### config.mk
export PLATFORM = sky130hd
export DESIGN_NAME = coef_reader
export DESIGN_NICKNAME = d
export VERILOG_FILES = /design/src/rtl/coef_reader_pkg.sv /design/src/rtl/coef_reader_sat_negate.sv /design/src/rtl/coef_reader.sv
export SDC_FILE = /design/constraint.sdc
export NUM_CORES = 1
export LEC_CHECK = 0
export CAP_MARGIN = 10
export CORE_MARGIN = 4
export CORE_UTILIZATION = 58
export CTS_BUF_LIST = sky130_fd_sc_hd__clkbuf_16
export CTS_CLUSTER_SIZE = 10
export DETAILED_ROUTE_END_ITERATION = 8
export DONT_BUFFER_PORTS = 1
export PLACE_DENSITY = 0.76
export SYNTH_ARGS = -nofsm -noshare
export SYNTH_HDL_FRONTEND = slang
export SYNTH_SLANG_ARGS = --single-unit
### constraint.sdc
create_clock -name clk -period 2.7 [get_ports clk]
set_input_delay 0.27 -clock clk [delete_from_list [all_inputs] [get_ports clk]]
set_output_delay 0.27 -clock clk [all_outputs]
set_load 0.03 [all_outputs]
### src/rtl/coef_reader_pkg.sv
// Shared constants for the coefficient reader: default sizes, FSM state codes, Q1.15 limits.
package coef_reader_pkg;
  localparam int COEF_DATA_W = 16;
  localparam int COEF_ORDER  = 60;

  localparam logic [1:0] ST_IDLE   = 2'd0;
  localparam logic [1:0] ST_PRIME  = 2'd1;
  localparam logic [1:0] ST_STREAM = 2'd2;
  localparam logic [1:0] ST_DONE   = 2'd3;

  localparam logic [COEF_DATA_W-1:0] Q15_MAX = 16'h7FFF;
  localparam logic [COEF_DATA_W-1:0] Q15_MIN = 16'h8000;
endpackage

### src/rtl/coef_reader_sat_negate.sv
// Combinational two's-complement negate, saturating the most negative code to the most positive.
// Zero latency; no flow control.
module sat_negate
  import coef_reader_pkg::*;
#(
  parameter int DATA_W = COEF_DATA_W
) (
  input  logic [DATA_W-1:0] din,
  output logic [DATA_W-1:0] dout
);
  localparam logic [DATA_W-1:0] MIN_V = {1'b1, {(DATA_W-1){1'b0}}};
  localparam logic [DATA_W-1:0] MAX_V = {1'b0, {(DATA_W-1){1'b1}}};

  assign dout = (din == MIN_V) ? MAX_V : (~din + DATA_W'(1));
endmodule

### src/rtl/coef_reader.sv
// Sweeps the coefficient ROMs once per start and streams ORDER+1 complex taps over valid/ready;
// first tap 2 cycles after start, 1 tap/cycle, ROM reads stall with ready. COEF_CONJ_EN conjugates imag.
module coef_reader
  import coef_reader_pkg::*;
#(
  parameter int ORDER  = COEF_ORDER,
  parameter int ADDR_W = 32,
  parameter int DATA_W = COEF_DATA_W,
  parameter int IDX_W  = 8
) (
  input  logic              clk,
  input  logic              rst,
  input  logic              start,
  input  logic              reverse,
  input  logic              abort,
  output logic              busy,
  output logic              done,
  output logic              rom_en,
  output logic [ADDR_W-1:0] rom_addr,
  input  logic [DATA_W-1:0] rom_re_data,
  input  logic [DATA_W-1:0] rom_im_data,
  output logic              coef_valid,
  input  logic              coef_ready,
  output logic [DATA_W-1:0] coef_re,
  output logic [DATA_W-1:0] coef_im,
  output logic [IDX_W-1:0]  coef_idx,
  output logic              coef_last
);
  localparam logic [IDX_W-1:0] LAST = IDX_W'(ORDER);

  logic [1:0]       state;
  logic [IDX_W-1:0] idx;
  logic             rev_l;
  logic             at_last;
  logic             hs;
  logic [IDX_W-1:0] sel_idx;
  logic [IDX_W-1:0] addr_idx;

  assign at_last    = (idx == LAST);
  assign coef_valid = (state == ST_STREAM) & ~abort;
  assign hs         = coef_valid & coef_ready;
  assign rom_en     = ~abort & ((state == ST_PRIME) | (hs & ~at_last));
  assign busy       = (state == ST_PRIME) | (state == ST_STREAM);
  assign done       = (state == ST_DONE) & ~abort;
  assign coef_idx   = idx;
  assign coef_last  = coef_valid & at_last;
  assign coef_re    = rom_re_data;

  // While streaming the address always points at the tap after the one on the bus,
  // clamped at the last tap so it never leaves 0..ORDER.
  always_comb begin
    sel_idx = idx;
    if (state == ST_STREAM && !at_last) sel_idx = idx + IDX_W'(1);
    addr_idx = rev_l ? (LAST - sel_idx) : sel_idx;
    rom_addr = '0;
    if (busy) rom_addr = ADDR_W'(addr_idx);
  end

  always_ff @(posedge clk or posedge rst) begin
    if (rst) begin
      state <= ST_IDLE;
      idx   <= '0;
      rev_l <= 1'b0;
    end else begin
      case (state)
        ST_IDLE: begin
          if (start) begin
            state <= ST_PRIME;
            rev_l <= reverse;
            idx   <= '0;
          end
        end
        ST_PRIME: state <= abort ? ST_IDLE : ST_STREAM;
        ST_STREAM: begin
          if (abort) begin
            state <= ST_IDLE;
            idx   <= '0;
          end else if (hs) begin
            if (at_last) state <= ST_DONE;
            else         idx   <= idx + IDX_W'(1);
          end
        end
        default: begin
          state <= ST_IDLE;
          idx   <= '0;
        end
      endcase
    end
  end

`ifdef COEF_CONJ_EN
  sat_negate #(.DATA_W(DATA_W)) u_conj (.din(rom_im_data), .dout(coef_im));
`else
  assign coef_im = rom_im_data;
`endif
endmodule

==> flow_summary.yaml <==
flow_run:
  maxCapViolations: 0
outcome:
  status: "complete, but fails checks"
  violations: "negative setup slack"
drt:
  first_pass_iters: 4
  drtIter0Drc: 107
  routed_wl_mm: 4.565
  antenna_left: 0
  top_layer: "met4"
  wl_met2_mm: 2.253
  wl_met3_um: 488
  vias: 1532
  wl_per_cell_um: 18.26
  wl_met1_mm: 1.674
  drc: 0
  via_per_inst: 6.128
sta:
  skew_ns: 0.002928
  period_minus_slack_ns: 2.756
  finalWorstSetupSlack_ns: -0.05570
  drv_slew: 0
  max_slew.worst_pin.slew_ns: 0.5670
  finalCritPeriodShare: 1.021
  timing.slew.headroom: 0.6212
  setup_viol: 1
  rsz0062_at_grt: "true"
  hold_viol: 0
  max_freq_ghz: 0.3629
min_path:
  holdCritPathClass: "input pin to flip-flop"
setup_path:
  critPathLaunchType: "flip-flop"
  crit_type: "flip-flop to primary output"
  path_max_fanout: 4
  crit_required_ns: 2.43
  critPathArrivalTime_ns: 2.49
  cp-end-kind: "primary output"
clock_tree:
  numClockSinks: 11
  htreeDepth: 1
  numCtsBuffers: 3
  clk-insertion-delay-late_ns: 0.25
  clock_path_buffers: 2
  cts_tree: "done"
  root_buffer: "clkbuf_16"
  clkTransAtPathRegs_ns: 0.05
place:
  place_hpwl_mm: 3.491
  gp_congestion: 0.9262
  placed_area_um2: 1583
  io_buffer_count: 0
synthesis:
  yosysSeqAreaShare: 0.1662
  yosysMostFrequentCell: "buf_4"
  synth_commonest_cells: "buf_4, nand2_1, inv_1, nor2_1"
  ys_types: 48
  netlist_area_um2: 1657
  synth_area_leaders: "buf_4, dfrtp_1, ha_1"
  yosysTopAreaCellShare: 0.2538
  synth_flop_cell: "dfrtp_1"
  ys_seq_elements: 11
  netlist_instances: 221
  synth_area_per_cell_um2: 7.496
  synth_enable_flop_cells: 0
  async_flop_share: 1.000
  yosysWarnings: 0
  synth_top_area_cell: "buf_4"
global_route:
  antenna_found_initial: 0
  track_usage: 0.2444
  grt_first_pass_wirelength_mm: 6.755
  gr-total-overflow: 0
  grt_max_degree: 16
  grt_pass1_vias: 1340
pwr:
  finalPower_w: 0.001290
  ir_worst_vdd_mv: 0.6702
  p_per_area_nw_per_um2: 703.5
  p_leak_nw: 0.7505
final_layout:
  design_area_um2: 1833
  drive_gt1_frac: 0.3105
  nNetsFinal: 266
  diodes: 0
  area_growth_pct: 10.65
floorplanning:
  rows: 19
  initial_core_util: 0.6059
  die_y_um: 61.45
  die-area_um2: 3775
  fp.dieW_um: 61.45
  core_um2: 2734
  io_pins: 115
placed cells by master, fill, tap and decap left out, types with 4 or more instances in the layout:
cell type	instances
buf_4	31
conb_1	24
nand2_1	17
o21ai_1	12
nor2_1	12
dfrtp_1	9
inv_1	8
a21oi_1	6
o21ai_0	6
nor3_1	6
nand4_1	5
nand3_1	4
ha_1	4
cells by family (layout without fill, tap and decap cells):
family / after synthesis / in the layout / synth area share
buf+inv: 75 / 50 / 0.2983
simple gates: 69 / 69 / 0.2281
compound gates: 48 / 48 / 0.1828
flops: 11 / 11 / 0.1662
fa+ha+maj: 8 / 8 / 0.06043
xor+xnor: 6 / 6 / 0.04306
mux: 3 / 3 / 0.01888
other cells: 1 / 24 / 0.002264
worst max-delay path, cell delays in order (launching register included):
cell,delay (ns)
dfrtp_2,0.42
inv_4,0.07
ha_4,0.14
nand4bb_4,0.13
o21ai_4,0.19
mux2i_2,0.27
ha_2,0.23
nand2b_4,0.12
a21oi_2,0.04
or3_4,0.35
a21oi_4,0.27
sequential cells by signal (all words and copies together), names as in the netlist:
name / cells
coef_idx: 8
state: 2
rev_l: 1
stage by stage:
stage	worst slack (ns)	setup TNS [ns]	hold slack, ns	std cells	util
after floorplan	0.03388	0	0.1223	244	-
after global routing	-0.1692	-0.2662	0.1846	250	0.6705
final	-0.05570	-0.05570	0.1779	250	0.6705
after global placement	0.1201	0	0.1880	234	0.5789
after detailed placement	0.07643	0	0.2024	234	0.5789
after CTS	-0.06396	-0.06396	0.1783	248	0.6481
routing by layer:
metal / up-vias / global-route usage
li1: 690 / -
met1: 717 / 0.2955
met2: 101 / 0.4094
met3: 24 / 0.06709
met4: 0 / 0.1000
met5: - / 0
what timing repair did:
item / 4_1_cts / 5_1_grt
hold buffers: 1 / 0
buffers inserted: 9 / 2
setup endpoints to repair: 4 / 4
gates resized for setup: 8 / 11
hold endpoints to repair: 11 / 0
pin swaps: 3 / 6
cell type report:
class / instances / area, µm²
Multi-Input combinational cell: 158 / 1115
Fill cell: 239 / 900.9
Inverter: 12 / 47.55
Tap cell: 31 / 38.79
Clock buffer: 3 / 75.07
Timing Repair Buffer: 34 / 274.0
Sequential cell: 11 / 277.8
Clock inverter: 1 / 5.005
final timing paths:
path	startpoint	endpoint	slack, ns	cells after the start
min in group asynchronous	rst	coef_idx[2]$_DFFE_PP0P_	0.48	2
min	reverse	rev_l$_DFFE_PP0P_	0.18	1
min reg2reg	coef_idx[7]$_DFFE_PP0P_	coef_idx[7]$_DFFE_PP0P_	0.65	3
max in group asynchronous	rst	coef_idx[1]$_DFFE_PP0P_	1.89	2
max	coef_idx[0]$_DFFE_PP0P_	rom_addr[4]	-0.06	10
max reg2reg	state[1]$_DFFE_PP0P_	coef_idx[5]$_DFFE_PP0P_	0.53	7
power breakdown:
part,internal (W),switching [W],leakage (nW)
registers,0.000189,0.0000371,0.145
logic,0.000281,0.000499,0.564
clock network,0.000197,0.0000863,0.0409
Note: power is estimated with default switching activity, not from simulation.
